===== src/rtl/seq_pkg.sv =====
// Shared constants for the instruction sequencer: FSM state encoding,
// default halt encoding and the PC increment.
package seq_pkg;

  localparam int unsigned STATE_W = 3;
  localparam int unsigned INSTR_W = 32;
  localparam int unsigned RET_W   = 16;

  localparam logic [STATE_W-1:0] S_IDLE  = 3'd0;
  localparam logic [STATE_W-1:0] S_FETCH = 3'd1;
  localparam logic [STATE_W-1:0] S_LOAD  = 3'd2;
  localparam logic [STATE_W-1:0] S_EXEC  = 3'd3;
  localparam logic [STATE_W-1:0] S_NEXT  = 3'd4;
  localparam logic [STATE_W-1:0] S_HALT  = 3'd5;

  localparam logic [INSTR_W-1:0] DEFAULT_HALT_WORD = 32'hFFFF_FFFF;
  localparam logic [INSTR_W-1:0] PC_INC            = 32'd4;

endpackage


===== src/rtl/rise_detect.sv =====
// One-flop rising-edge detector.
// Ports: clk, rst (async, active-high), sig (level in), rise (sig & ~sig_q).
module rise_detect (
  input  logic clk,
  input  logic rst,
  input  logic sig,
  output logic rise
);

  logic sig_q;

  // Previous-cycle copy of the input level.
  always_ff @(posedge clk or posedge rst) begin
    if (rst) sig_q <= 1'b0;
    else     sig_q <= sig;
  end

  assign rise = sig & ~sig_q;

endmodule


===== src/rtl/step_sequencer.sv =====
// Instruction sequencer: owns the PC and walks the datapath through
// fetch / load / execute / advance, absorbing the instruction-memory latency.
// Ports:
//   clk, rst       system clock, async active-high reset
//   step, run      debounced single-step level, free-run enable
//   instr_q        instruction-memory read data
//   imem_addr      word address (pc[ADDR_W+1:2])
//   pc, ir         program counter, latched instruction
//   ir_valid       ir holds a loaded instruction
//   rf_we          register-file write strobe (one cycle per retire)
//   halted         sticky halt flag
//   instret        retired-instruction count
module step_sequencer
  import seq_pkg::*;
#(
  parameter int unsigned IMEM_LATENCY = 1,
  parameter int unsigned ADDR_W       = 8,
  parameter logic [31:0] RESET_PC     = 32'h0000_0000,
  parameter logic [31:0] HALT_WORD    = DEFAULT_HALT_WORD
) (
  input  logic              clk,
  input  logic              rst,
  input  logic              step,
  input  logic              run,
  input  logic [31:0]       instr_q,
  output logic [ADDR_W-1:0] imem_addr,
  output logic [31:0]       pc,
  output logic [31:0]       ir,
  output logic              ir_valid,
  output logic              rf_we,
  output logic              halted,
  output logic [15:0]       instret
);

  localparam int unsigned CNT_W = 2;
  localparam logic [CNT_W-1:0] CNT_LAST = CNT_W'(IMEM_LATENCY - 1);

  logic [STATE_W-1:0] state, state_d;
  logic [CNT_W-1:0]   cnt, cnt_d;
  logic               step_rise;
  logic               is_halt;

  rise_detect u_step_rise (
    .clk  (clk),
    .rst  (rst),
    .sig  (step),
    .rise (step_rise)
  );

  assign is_halt   = (ir == HALT_WORD);
  assign imem_addr = pc[ADDR_W+1:2];
  // Write strobe decoded from state so it lines up exactly with EXEC.
  assign rf_we     = (state == S_EXEC) && !is_halt;

  // State and wait-counter registers.
  always_ff @(posedge clk or posedge rst) begin
    if (rst) begin
      state <= S_IDLE;
      cnt   <= '0;
    end else begin
      state <= state_d;
      cnt   <= cnt_d;
    end
  end

  // Next-state logic; step_rise is only looked at in IDLE, so it is dropped elsewhere.
  always_comb begin
    state_d = state;
    cnt_d   = '0;
    case (state)
      S_IDLE:  if (run || step_rise) state_d = S_FETCH;
      S_FETCH: begin
        if (cnt == CNT_LAST) state_d = S_LOAD;
        else                 cnt_d   = cnt + CNT_W'(1);
      end
      S_LOAD:  state_d = S_EXEC;
      S_EXEC:  state_d = is_halt ? S_HALT : S_NEXT;
      S_NEXT:  state_d = run ? S_FETCH : S_IDLE;
      S_HALT:  state_d = S_HALT;
      default: state_d = S_IDLE;
    endcase
  end

  // Datapath registers: IR capture, halt flag, PC advance and retire count.
  always_ff @(posedge clk or posedge rst) begin
    if (rst) begin
      pc       <= RESET_PC;
      ir       <= '0;
      ir_valid <= 1'b0;
      halted   <= 1'b0;
      instret  <= '0;
    end else begin
      case (state)
        S_LOAD: begin
          ir       <= instr_q;
          ir_valid <= 1'b1;
        end
        S_EXEC: if (is_halt) halted <= 1'b1;
        S_NEXT: begin
          pc      <= pc + PC_INC;
          instret <= instret + 16'd1;
        end
        default: ;
      endcase
    end
  end

endmodule

===== config.mk =====
export PLATFORM = sky130hd
export DESIGN_NAME = step_sequencer
export DESIGN_NICKNAME = d
export VERILOG_FILES = /design/src/rtl/seq_pkg.sv /design/src/rtl/rise_detect.sv /design/src/rtl/step_sequencer.sv
export SDC_FILE = /design/constraint.sdc
export NUM_CORES = 1
export LEC_CHECK = 0
export ABC_AREA = 1
export BUFFER_PORTS_ARGS = -buffer_cell sky130_fd_sc_hd__buf_2
export CORE_MARGIN = 2
export CORE_UTILIZATION = 40
export DETAILED_ROUTE_END_ITERATION = 8
export GPL_TIMING_DRIVEN = 0
export HOLD_SLACK_MARGIN = 0.08
export SYNTH_ARGS = -nofsm -noshare
export SYNTH_HDL_FRONTEND = slang
export SYNTH_SLANG_ARGS = --single-unit

===== constraint.sdc =====
create_clock -name clk -period 3.9 [get_ports clk]
set_clock_uncertainty 0.15 [all_clocks]
set_input_delay 0.78 -clock clk [delete_from_list [all_inputs] [get_ports clk]]
set_output_delay 0.78 -clock clk [all_outputs]
set_load 0.01 [all_outputs]

==> out/results.ini <==
[drt]
drtIter0Drc = 128
detail_route.drc_violations = 0
routed_wire_length_per_instance_um = 11.5
post_dr_vias_cell = 4.45
detailroute.via_count = 3733
wirelength_um = 9660
firstDrtPassIters = 4
drtAntennaViolNets = 0

[placement]
placed_cells = 823
portBuffers = 124
gp_congestion = 0.833
place_hpwl_um = 7400

[sta]
timing.final.crit_share = 0.618
final_period_minus_worst_setup_slack_ps = 2410
finalMaxSlewViolations = 0
fmax_ghz = 0.415
finalSetupViolations = 0
rsz0062_at_grt = false
finalHoldViolCount = 0

[clocking]
numClockSinks = 86
holdBufCountCts = 0
worstSkewPairLatency_ps = 350
postCtsSetupRepairBufs = 0
postCtsResizedCells = 0
cts_inserted_buffers = 9
cts_buffer_depth = 2
cts.clk_slew.worst_paths_ps = 80
clock_tree.root_cell = sky130_fd_sc_hd__clkbuf_8
maximum_level_of_the_cts_h_tree = 3
cts_tree = yes

[critical_path]
arrival_ps = 1480
required_ps = 2970
crit_path_max_fanout = 4
worstSetupStartpointType = flip-flop
reg2reg_from = pc[3]
cp-startpoint = state[2]
path_class = flip-flop to output port
crit_path_end_kind = output port

[grt]
grt_pass1_wl_um = 16300
globalRoute.totalOverflow = 0
grt_usage = 0.176
grt_max_degree = 71
grt_antenna_before_repair = 0
grt_pass1_vias = 3609

[floorplanning]
rows = 38
floorplan.initialDensity = 0.406
floorplan.io_pins = 127
fp.coreArea_um2 = 10700
floorplan.die.width_um = 108
die_y_um = 108
dieArea_um2 = 11700

[yosys]
ys_top_cells_by_area = sky130_fd_sc_hd__dfrtp_1 49%, sky130_fd_sc_hd__nand2_1 21%, sky130_fd_sc_hd__nor2_1 4.7%
yosys_warn_count = 0
yosysSeqAreaShare = 0.494
synthDominantAreaCellType = sky130_fd_sc_hd__dfrtp_1
netlist_area_um2 = 4360
synth_cell_types = 34
synthesis.area_per_instance_um2 = 7.82
flop_and_latch_count_out_of_synthesis = 86
netlist_instances = 557
synth.top_cell.area_share = 0.494

[hold_path]
holdCritPathClass = input port to asynchronous set/reset pin

[power]
cellPowerDensity_nw_per_um2 = 543
worst_ir_drop_vdd_mv = 0.289
post-layout-total-power_mw = 2.94
total_leakage_power_nw = 3.00

[finish]
final_layout_net_count = 734
layout.filler_cells = 1108
fin_cells = 839
post_route_cells_drive_above_1_share = 0.265
area_growth_synth_to_finish_pct = 24.1
antenna_cells_inserted = 0

[status]
status = complete, no violations

[flow_run]
timing.max_cap.violations = 0

-- cells by family after synthesis --
kind of cell,share of synthesized area
fa+ha+maj,0.0115
simple gates,0.359
flops,0.494
xor+xnor,0.0563
other cells,0.000861
buf+inv,0.0724
compound gates,0.00631
-- registers in the layout, summed over array words and instances, names as in the netlist --
name               count
halted                 1
cnt                    2
ir                    32
state                  3
instret               16
ir_valid               1
u_step_rise.sig_q      1
pc                    30
-- placed cells by master, fill, tap and decap left out, types with 2 or more instances in the layout --
cell / netlist / final
sky130_fd_sc_hd__nand2_1: 248 / 248
sky130_fd_sc_hd__buf_2: 6 / 130
sky130_fd_sc_hd__dfrtp_1: 86 / 86
sky130_fd_sc_hd__nor2_1: 54 / 54
sky130_fd_sc_hd__inv_1: 49 / 48
sky130_fd_sc_hd__xor2_1: 20 / 20
sky130_fd_sc_hd__nand3_1: 19 / 19
sky130_fd_sc_hd__clkbuf_8: 0 / 13
sky130_fd_sc_hd__buf_4: 10 / 10
sky130_fd_sc_hd__nor2_4: 8 / 8
sky130_fd_sc_hd__xnor2_1: 8 / 8
sky130_fd_sc_hd__nor3_1: 6 / 6
sky130_fd_sc_hd__inv_2: 5 / 5
sky130_fd_sc_hd__nor2_2: 5 / 5
sky130_fd_sc_hd__nand4_1: 5 / 5
sky130_fd_sc_hd__nand3b_1: 4 / 4
sky130_fd_sc_hd__ha_1: 4 / 4
sky130_fd_sc_hd__nand2_2: 2 / 2
sky130_fd_sc_hd__a21oi_1: 2 / 2
sky130_fd_sc_hd__conb_1: 1 / 2
sky130_fd_sc_hd__clkinv_2: 0 / 2
-- synthesized netlist by cell type --
cell                       instances
sky130_fd_sc_hd__nand3b_1          4
sky130_fd_sc_hd__nand3b_4          1
sky130_fd_sc_hd__a21oi_1           2
sky130_fd_sc_hd__dfrtp_1          86
sky130_fd_sc_hd__nor3_2            1
sky130_fd_sc_hd__xnor2_1           8
sky130_fd_sc_hd__inv_1            49
sky130_fd_sc_hd__inv_2             5
sky130_fd_sc_hd__nor2_2            5
sky130_fd_sc_hd__or2_1             1
sky130_fd_sc_hd__or2_2             1
sky130_fd_sc_hd__conb_1            1
sky130_fd_sc_hd__nand4_1           5
sky130_fd_sc_hd__nor2_8            1
sky130_fd_sc_hd__nand3_2           1
sky130_fd_sc_hd__nand2_1         248
sky130_fd_sc_hd__o21ai_0           1
sky130_fd_sc_hd__buf_2             6
sky130_fd_sc_hd__nor3_1            6
sky130_fd_sc_hd__nand3_1          19
sky130_fd_sc_hd__nor3b_1           1
sky130_fd_sc_hd__buf_4            10
sky130_fd_sc_hd__o21bai_1          1
sky130_fd_sc_hd__nor2_1           54
sky130_fd_sc_hd__xor2_1           20
sky130_fd_sc_hd__buf_1             1
sky130_fd_sc_hd__nand4_2           1
sky130_fd_sc_hd__nand2_4           1
sky130_fd_sc_hd__o21ai_1           1
sky130_fd_sc_hd__ha_1              4
sky130_fd_sc_hd__nand2_2           2
sky130_fd_sc_hd__and3_1            1
sky130_fd_sc_hd__clkbuf_1          1
sky130_fd_sc_hd__nor2_4            8
-- stage by stage --
stage	hold WS (ps)	worst slack (ps)	cell area (µm²)	utilization	TNS [ps]
2_1_floorplan	351	748	4360	-	0
5_1_grt	194	1330	5410	0.503	0
3_3_place_gp	296	-345	5160	0.480	-29210
3_5_place_dp	301	1840	5190	0.483	0
4_1_cts	182	1440	5410	0.503	0
6_report	198	1490	5410	0.503	0
-- path summary, 6_finish.rpt --
| path | end | slack, ps | cells after the start |
|---|---|---|---|
| setup / recovery | rf_we | 1490 | 6 |
| hold / removal | pc[8] | 200 | 2 |
| setup reg to reg | pc[26] | 2110 | 8 |
| hold reg to reg | halted | 320 | 2 |
| max in group asynchronous | instret[7] | 2800 | 3 |
| min in group clk | halted | 320 | 2 |
-- final cells by class --
type,instances,area (µm²),share of cell area
plain buffers,18,113,0.0208
clock buffers,13,179,0.0331
clock inverters,3,40.0,0.00741
inverters,54,205,0.0380
multi-input cells,400,1890,0.350
flip-flops and latches,86,2150,0.398
well taps,140,175,0.0324
repair buffers,125,648,0.120
-- critical path: stages, from the launching register on --
cell and delay (ps):
sky130_fd_sc_hd__dfrtp_1 450, sky130_fd_sc_hd__inv_2 120, sky130_fd_sc_hd__nand2_1 110, sky130_fd_sc_hd__nor2_1 140, sky130_fd_sc_hd__inv_1 70, sky130_fd_sc_hd__a21oi_1 100
sky130_fd_sc_hd__buf_2 150
-- report_power, final --
group	internal, mW	switching, mW	leakage, nW	total, mW
Combinational	0.374	0.580	1.76	0.954
Sequential	1.11	0.200	1.13	1.31
Clock	0.364	0.308	0.115	0.673
Total	1.85	1.09	3.00	2.94
-- per-layer routing --
metal | global-route usage | vias to the layer above | wire length [µm] | share of wire
met4 | 0.0586 | 0 | 107 | 0.011
met5 | 0 | - | 0 | 0
met2 | 0.306 | 86 | 4680 | 0.48
met3 | 0.0404 | 10 | 496 | 0.051
li1 | - | 1940 | - | -
met1 | 0.217 | 1697 | 4380 | 0.45
No activity file was read; power rests on OpenSTA's default activity.
